$ cat config.mk
export PLATFORM = sky130hd
export DESIGN_NAME = pulse_safety_monitor
export DESIGN_NICKNAME = d
export VERILOG_FILES = /design/src/rtl/pulse_safety_monitor.sv
export SDC_FILE = /design/constraint.sdc
export NUM_CORES = 1
export LEC_CHECK = 0
export CORE_MARGIN = 2
export CORE_UTILIZATION = 50
export CTS_BUF_LIST = sky130_fd_sc_hd__clkbuf_8
export DETAILED_ROUTE_END_ITERATION = 16
export GPL_ROUTABILITY_DRIVEN = 0
export PLACE_DENSITY = 0.89
export SLEW_MARGIN = 20
export SYNTH_ARGS = -nofsm -noshare
export SYNTH_HDL_FRONTEND = slang
export SYNTH_SLANG_ARGS = --single-unit
$ cat constraint.sdc
create_clock -name clk -period 4.83 [get_ports clk]
set_input_delay 0.966 -clock clk [delete_from_list [all_inputs] [get_ports clk]]
set_output_delay 0.966 -clock clk [all_outputs]
set_load 0.03 [all_outputs]
$ cat src/rtl/pulse_safety_monitor.sv
// pulse_safety_monitor
// Watches the laser trigger, measures high time and rising-edge period in
// ticks of TICK_DIV clocks, and drops laser_enable with a sticky fault on
// any limit violation. monitor_status is read back through the register bank.
module pulse_safety_monitor #(
    parameter int TICK_DIV    = 8,
    parameter int SYNC_STAGES = 2
) (
    input  logic        clk,
    input  logic        rst,
    input  logic        trig_in,
    input  logic [31:0] pulse_width_lower_limit,
    input  logic [31:0] pulse_width_upper_limit,
    input  logic [31:0] rate_lower_limit,
    input  logic        monitor_enable,
    input  logic        fault_clear,
    output logic        laser_enable,
    output logic [7:0]  monitor_status,
    output logic [31:0] last_width,
    output logic [31:0] last_period
);
    localparam int              PW        = $clog2(TICK_DIV);
    localparam logic [PW-1:0]   PRESC_MAX = PW'(TICK_DIV - 1);
    localparam logic [31:0]     CNT_MAX   = '1;

    typedef enum logic [2:0] {
        S_DISARMED,
        S_WAIT_FIRST,
        S_HIGH,
        S_LOW,
        S_FAULT
    } state_t;

    state_t state, next_state;

    logic [SYNC_STAGES-1:0] sync_ff;
    logic                   trig_s, trig_q, rise, fall;
    logic                   clr_q, clr_edge, en_q;
    logic [PW-1:0]          presc;
    logic                   tick;
    logic [31:0]            width_cnt, width_nxt, period_cnt, period_nxt;
    logic                   v_long, v_short, v_rate;
    logic [2:0]             flt_bits, bits_nxt;
    logic                   flt_any, any_nxt;
    logic                   armed, armed_nxt;
    logic                   cap_width, cap_period;

    assign trig_s = sync_ff[SYNC_STAGES-1];
    assign tick   = (presc == PRESC_MAX);

    // Synchronizer chain for the asynchronous trigger
    always_ff @(posedge clk or posedge rst) begin
        if (rst) sync_ff <= '0;
        else     sync_ff <= {sync_ff[SYNC_STAGES-2:0], trig_in};
    end

    // Registered edge detectors (trigger and fault_clear) and enable sample
    always_ff @(posedge clk or posedge rst) begin
        if (rst) begin
            trig_q   <= 1'b0;
            rise     <= 1'b0;
            fall     <= 1'b0;
            clr_q    <= 1'b0;
            clr_edge <= 1'b0;
            en_q     <= 1'b0;
        end else begin
            trig_q   <= trig_s;
            rise     <= trig_s & ~trig_q;
            fall     <= ~trig_s & trig_q;
            clr_q    <= fault_clear;
            clr_edge <= fault_clear & ~clr_q;
            en_q     <= monitor_enable;
        end
    end

    // Free-running tick prescaler
    always_ff @(posedge clk or posedge rst) begin
        if (rst)       presc <= '0;
        else if (tick) presc <= '0;
        else           presc <= presc + 1'b1;
    end

    // Next counter values: rise restarts both, ticks advance them with saturation.
    // trig_q is aligned with rise/fall, so the width covers exactly the high phase.
    always_comb begin
        width_nxt  = width_cnt;
        period_nxt = period_cnt;
        if (rise) begin
            width_nxt  = '0;
            period_nxt = '0;
        end else if (tick) begin
            if (trig_q && width_cnt != CNT_MAX) width_nxt  = width_cnt + 32'd1;
            if (period_cnt != CNT_MAX)          period_nxt = period_cnt + 32'd1;
        end
    end

    // Width/period counters, frozen while a fault is latched
    always_ff @(posedge clk or posedge rst) begin
        if (rst) begin
            width_cnt  <= '0;
            period_cnt <= '0;
        end else if (state != S_FAULT) begin
            width_cnt  <= width_nxt;
            period_cnt <= period_nxt;
        end
    end

    // Limit checks; the long check looks at the value about to be stored so
    // the fault lands one clock after the violating tick
    always_comb begin
        v_long  = en_q && (state == S_HIGH) && (width_nxt > pulse_width_upper_limit);
        v_short = en_q && (state == S_HIGH) && fall && (width_cnt < pulse_width_lower_limit);
        v_rate  = en_q && (state == S_LOW) && rise && (period_cnt < rate_lower_limit);
    end

    // FSM state register
    always_ff @(posedge clk or posedge rst) begin
        if (rst) state <= S_DISARMED;
        else     state <= next_state;
    end

    // FSM next-state logic; disabling wins over everything
    always_comb begin
        next_state = state;
        if (!en_q) begin
            next_state = S_DISARMED;
        end else begin
            case (state)
                S_DISARMED:   next_state = S_WAIT_FIRST;
                S_WAIT_FIRST: if (rise) next_state = S_HIGH;
                S_HIGH: begin
                    if (v_long || v_short) next_state = S_FAULT;
                    else if (fall)         next_state = S_LOW;
                end
                S_LOW: begin
                    if (v_rate)    next_state = S_FAULT;
                    else if (rise) next_state = S_HIGH;
                end
                S_FAULT:      if (clr_edge) next_state = S_WAIT_FIRST;
                default:      next_state = S_DISARMED;
            endcase
        end
    end

    // Output decode: a new violation overrides a coincident clear
    always_comb begin
        bits_nxt   = (clr_edge ? 3'b000 : flt_bits) | {v_rate, v_long, v_short};
        any_nxt    = (clr_edge ? 1'b0 : flt_any) | v_rate | v_long | v_short;
        armed_nxt  = (next_state == S_WAIT_FIRST) || (next_state == S_HIGH) ||
                     (next_state == S_LOW);
        cap_width  = (state == S_HIGH) && fall;
        cap_period = (state == S_LOW) && rise;
    end

    // Registered outputs: sticky fault bits, armed flag, captured measurements
    always_ff @(posedge clk or posedge rst) begin
        if (rst) begin
            flt_bits    <= '0;
            flt_any     <= 1'b0;
            armed       <= 1'b0;
            last_width  <= '0;
            last_period <= '0;
        end else begin
            flt_bits <= bits_nxt;
            flt_any  <= any_nxt;
            armed    <= armed_nxt;
            if (cap_width)  last_width  <= width_cnt;
            if (cap_period) last_period <= period_cnt;
        end
    end

    assign laser_enable   = armed;
    assign monitor_status = {2'b00, trig_s, armed, flt_any, flt_bits};

endmodule

==> results.cfg <==
[status]
status = complete, no violations

[floorplan]
dieArea_um2 = 19880
fp.dieH_um = 141.0
start_util_pct = 50.51
core_area_um2 = 18580
ios = 174
rows = 50
die_w_um = 141.0

[sta]
skew_ns = 0.01659
finalHoldViolCount = 0
worst_pin_slew_ns = 1.108
finalCriticalPeriod_ns = 4.554
period_share_pct = 94.28
rsz0062_at_grt = false
setup_viol = 0
hold_slack_ns = 0.4011
slew_viol_final = 0
slew_headroom_pct = 26.12
max_freq_mhz = 219.6
fin_setup_tns_ns = 0

[worst_hold_path]
worstHoldPathType = flip-flop to flip-flop

[synth]
syn_area_um2 = 9384
ys_top_cells_by_area = dfrtp_1, ha_1, mux2_2
synth_cells = 1032
async_flop_share_pct = 100.0
synth.top_cell.area_share_pct = 39.20
yosys.cell_types.count = 56
syn_area_per_cell_um2 = 9.093
ys_ff_latch = 147
netlist_top_cells_count = dfrtp_1, inv_1, ha_1, nand2_1, nor2_1
ys_seq_area_share_pct = 39.20
synth.most_common_cell = dfrtp_1
synth_edf_count = 0
synth_flop_cell = dfrtp_1
ys_warn_count = 0
yosys.area.top_type = dfrtp_1

[setup_path]
required_ns = 5.17
critPathKind = flip-flop to flip-flop
critPathCaptureType = flip-flop
crit_arrival_ns = 4.89
crit_path_max_fanout = 9
startpoint_type = flip-flop

[cells_and_area]
drive_above_1_share_pct = 9.659
fin_area_um2 = 11680
diodes = 0
nNetsFinal = 1387
fillers = 1427
syn_to_final_growth_pct = 24.49

[power_and_ir_drop]
ir_drop_v = 0.0001747
powerDensity_nw_per_um2 = 211.8
p_leak_nw = 5.594
power_mw = 2.475

[clock_network]
cts_setup_buffers = 0
cts_max_path_buffers = 2
htree_levels = 4
cts_resized = 0
cts.sinks = 147
clk_latency_ns = 0.46
path_clk_slew_ns = 0.08
clock-root-buffer = clkbuf_8
numCtsBuffers = 17
cts_tree = built
cts_hold_buf = 0

[grt]
grt_usage_pct = 25.09
grt_pass1_vias = 8151
overflow = 0
antenna_found_initial = 0
grt_max_degree = 61
grt_pass1_wl_mm = 39.94

[route]
drt-pass1-iter-count = 6
post_drt_wl_per_cell_um = 17.14
first_iter_violations = 656
routed_wirelength_mm = 24.59
via_count = 8372
ant_nets = 0
viasPerCell = 5.834
drc = 0

[placed_design]
placed_area_um2 = 11290
numPortBuffers = 171
dp_hpwl_mm = 18.10

[run]
drv_cap = 0
## layer usage
metal  global-route usage (%)  wire length (um)  up-vias
met5                        0                 0        -
li1                         -                 -     3929
met2                    42.49             12210      400
met4                    8.053               486        0
met3                    5.299              1882       56
met1                    32.31             10010     3987
## path summary, 6_finish.rpt
path	slack (ns)	endpoint	depth (start not counted)	start
max in group asynchronous	2.79	last_period[3]	3	rst
max	0.28	flt_any	17	width_cnt[0]
min reg2reg	0.40	sync_ff[1]	0	sync_ff[0]
max reg2reg	0.28	flt_any	17	width_cnt[0]
min	0.40	sync_ff[1]	0	sync_ff[0]
min in group asynchronous	0.91	width_cnt[12]	2	rst
## final cells by class
class                           instances  area, um^2  share of cell area, %
Clock buffer                           18       247.7                  2.121
Clock inverter                         14       121.4                  1.039
Inverter                              114       431.7                  3.695
Multi-Input combinational cell        723        5092                  43.59
Sequential cell                       147        3680                  31.50
Tap cell                              234       292.8                  2.506
Timing Repair Buffer                  185        1817                  15.55
## worst max-delay path, cell delays in order, from the launching register on
cell and delay [ns]:
dfrtp_1 0.46, ha_1 0.27, and2_1 0.23, nand4_1 0.30
nor4_4 0.09, buf_4 0.19, nor4_1 0.56, nand3_1 0.21
nand3_1 0.14, o21ai_0 0.11, ha_1 0.33, a21oi_1 0.16
nand2_1 0.06, a221o_1 0.33, o31a_1 0.29, o21ai_0 0.30
nand2_1 0.17, a211o_1 0.26
## metrics by stage
stage | utilization [%] | instances | setup slack, ns
CTS | 62.74 | 1435 | 0.1638
global placement | 60.75 | 1403 | 0.4489
finish | 62.88 | 1435 | 0.2761
floorplan | - | 1033 | 0.8123
detailed placement | 60.75 | 1403 | 0.1873
global route | 62.88 | 1435 | 0.002041
## logic make-up (layout without fill, tap and decap cells)
kind of cell	count (synthesis)	after routing	synth area share, %
and+or+nand+nor	313	313	16.48
AOI/OAI and AO/OA	208	208	13.36
buffers and inverters	163	331	6.867
DFF	147	147	39.20
adders and majority gates	98	98	13.07
muxes	55	55	6.600
xor gates and xnor gates	47	47	4.387
other	1	2	0.03996
## where the power goes
part           switching (mW)  total [mW]  internal [mW]
clock                   0.529       0.913          0.384
sequential             0.0279        1.28           1.25
combinational           0.145       0.286          0.141
## registers in the layout, indices dropped and copies added (netlist names), 2 cells and up
name and cells:
width_cnt 32, last_width 32, presc 3, last_period 32, period_cnt 32, state 3
flt_bits 3, sync_ff 2
## placed cells by master (no fill, tap or decap), types with 3 or more instances in the layout
master / n
clkbuf_8: 18
xor2_1: 22
ha_1: 98
mux2_2: 55
xnor2_1: 25
nor3_1: 11
o31ai_1: 17
o211ai_1: 5
nor4_1: 12
a21o_1: 12
inv_6: 5
nor2_1: 76
nand3_1: 43
and4_1: 4
a31oi_1: 15
a21oi_1: 59
nand2_1: 84
nand2b_1: 4
or2_2: 3
clkinvlp_4: 6
or3_1: 18
clkdlybuf4s50_1: 171
a2111oi_0: 4
inv_1: 112
nand4_1: 29
buf_4: 14
dfrtp_1: 146
and2_1: 3
o21ai_0: 74
and3_1: 8
nor2b_1: 4
Note: power is estimated with default switching activity, not from simulation.
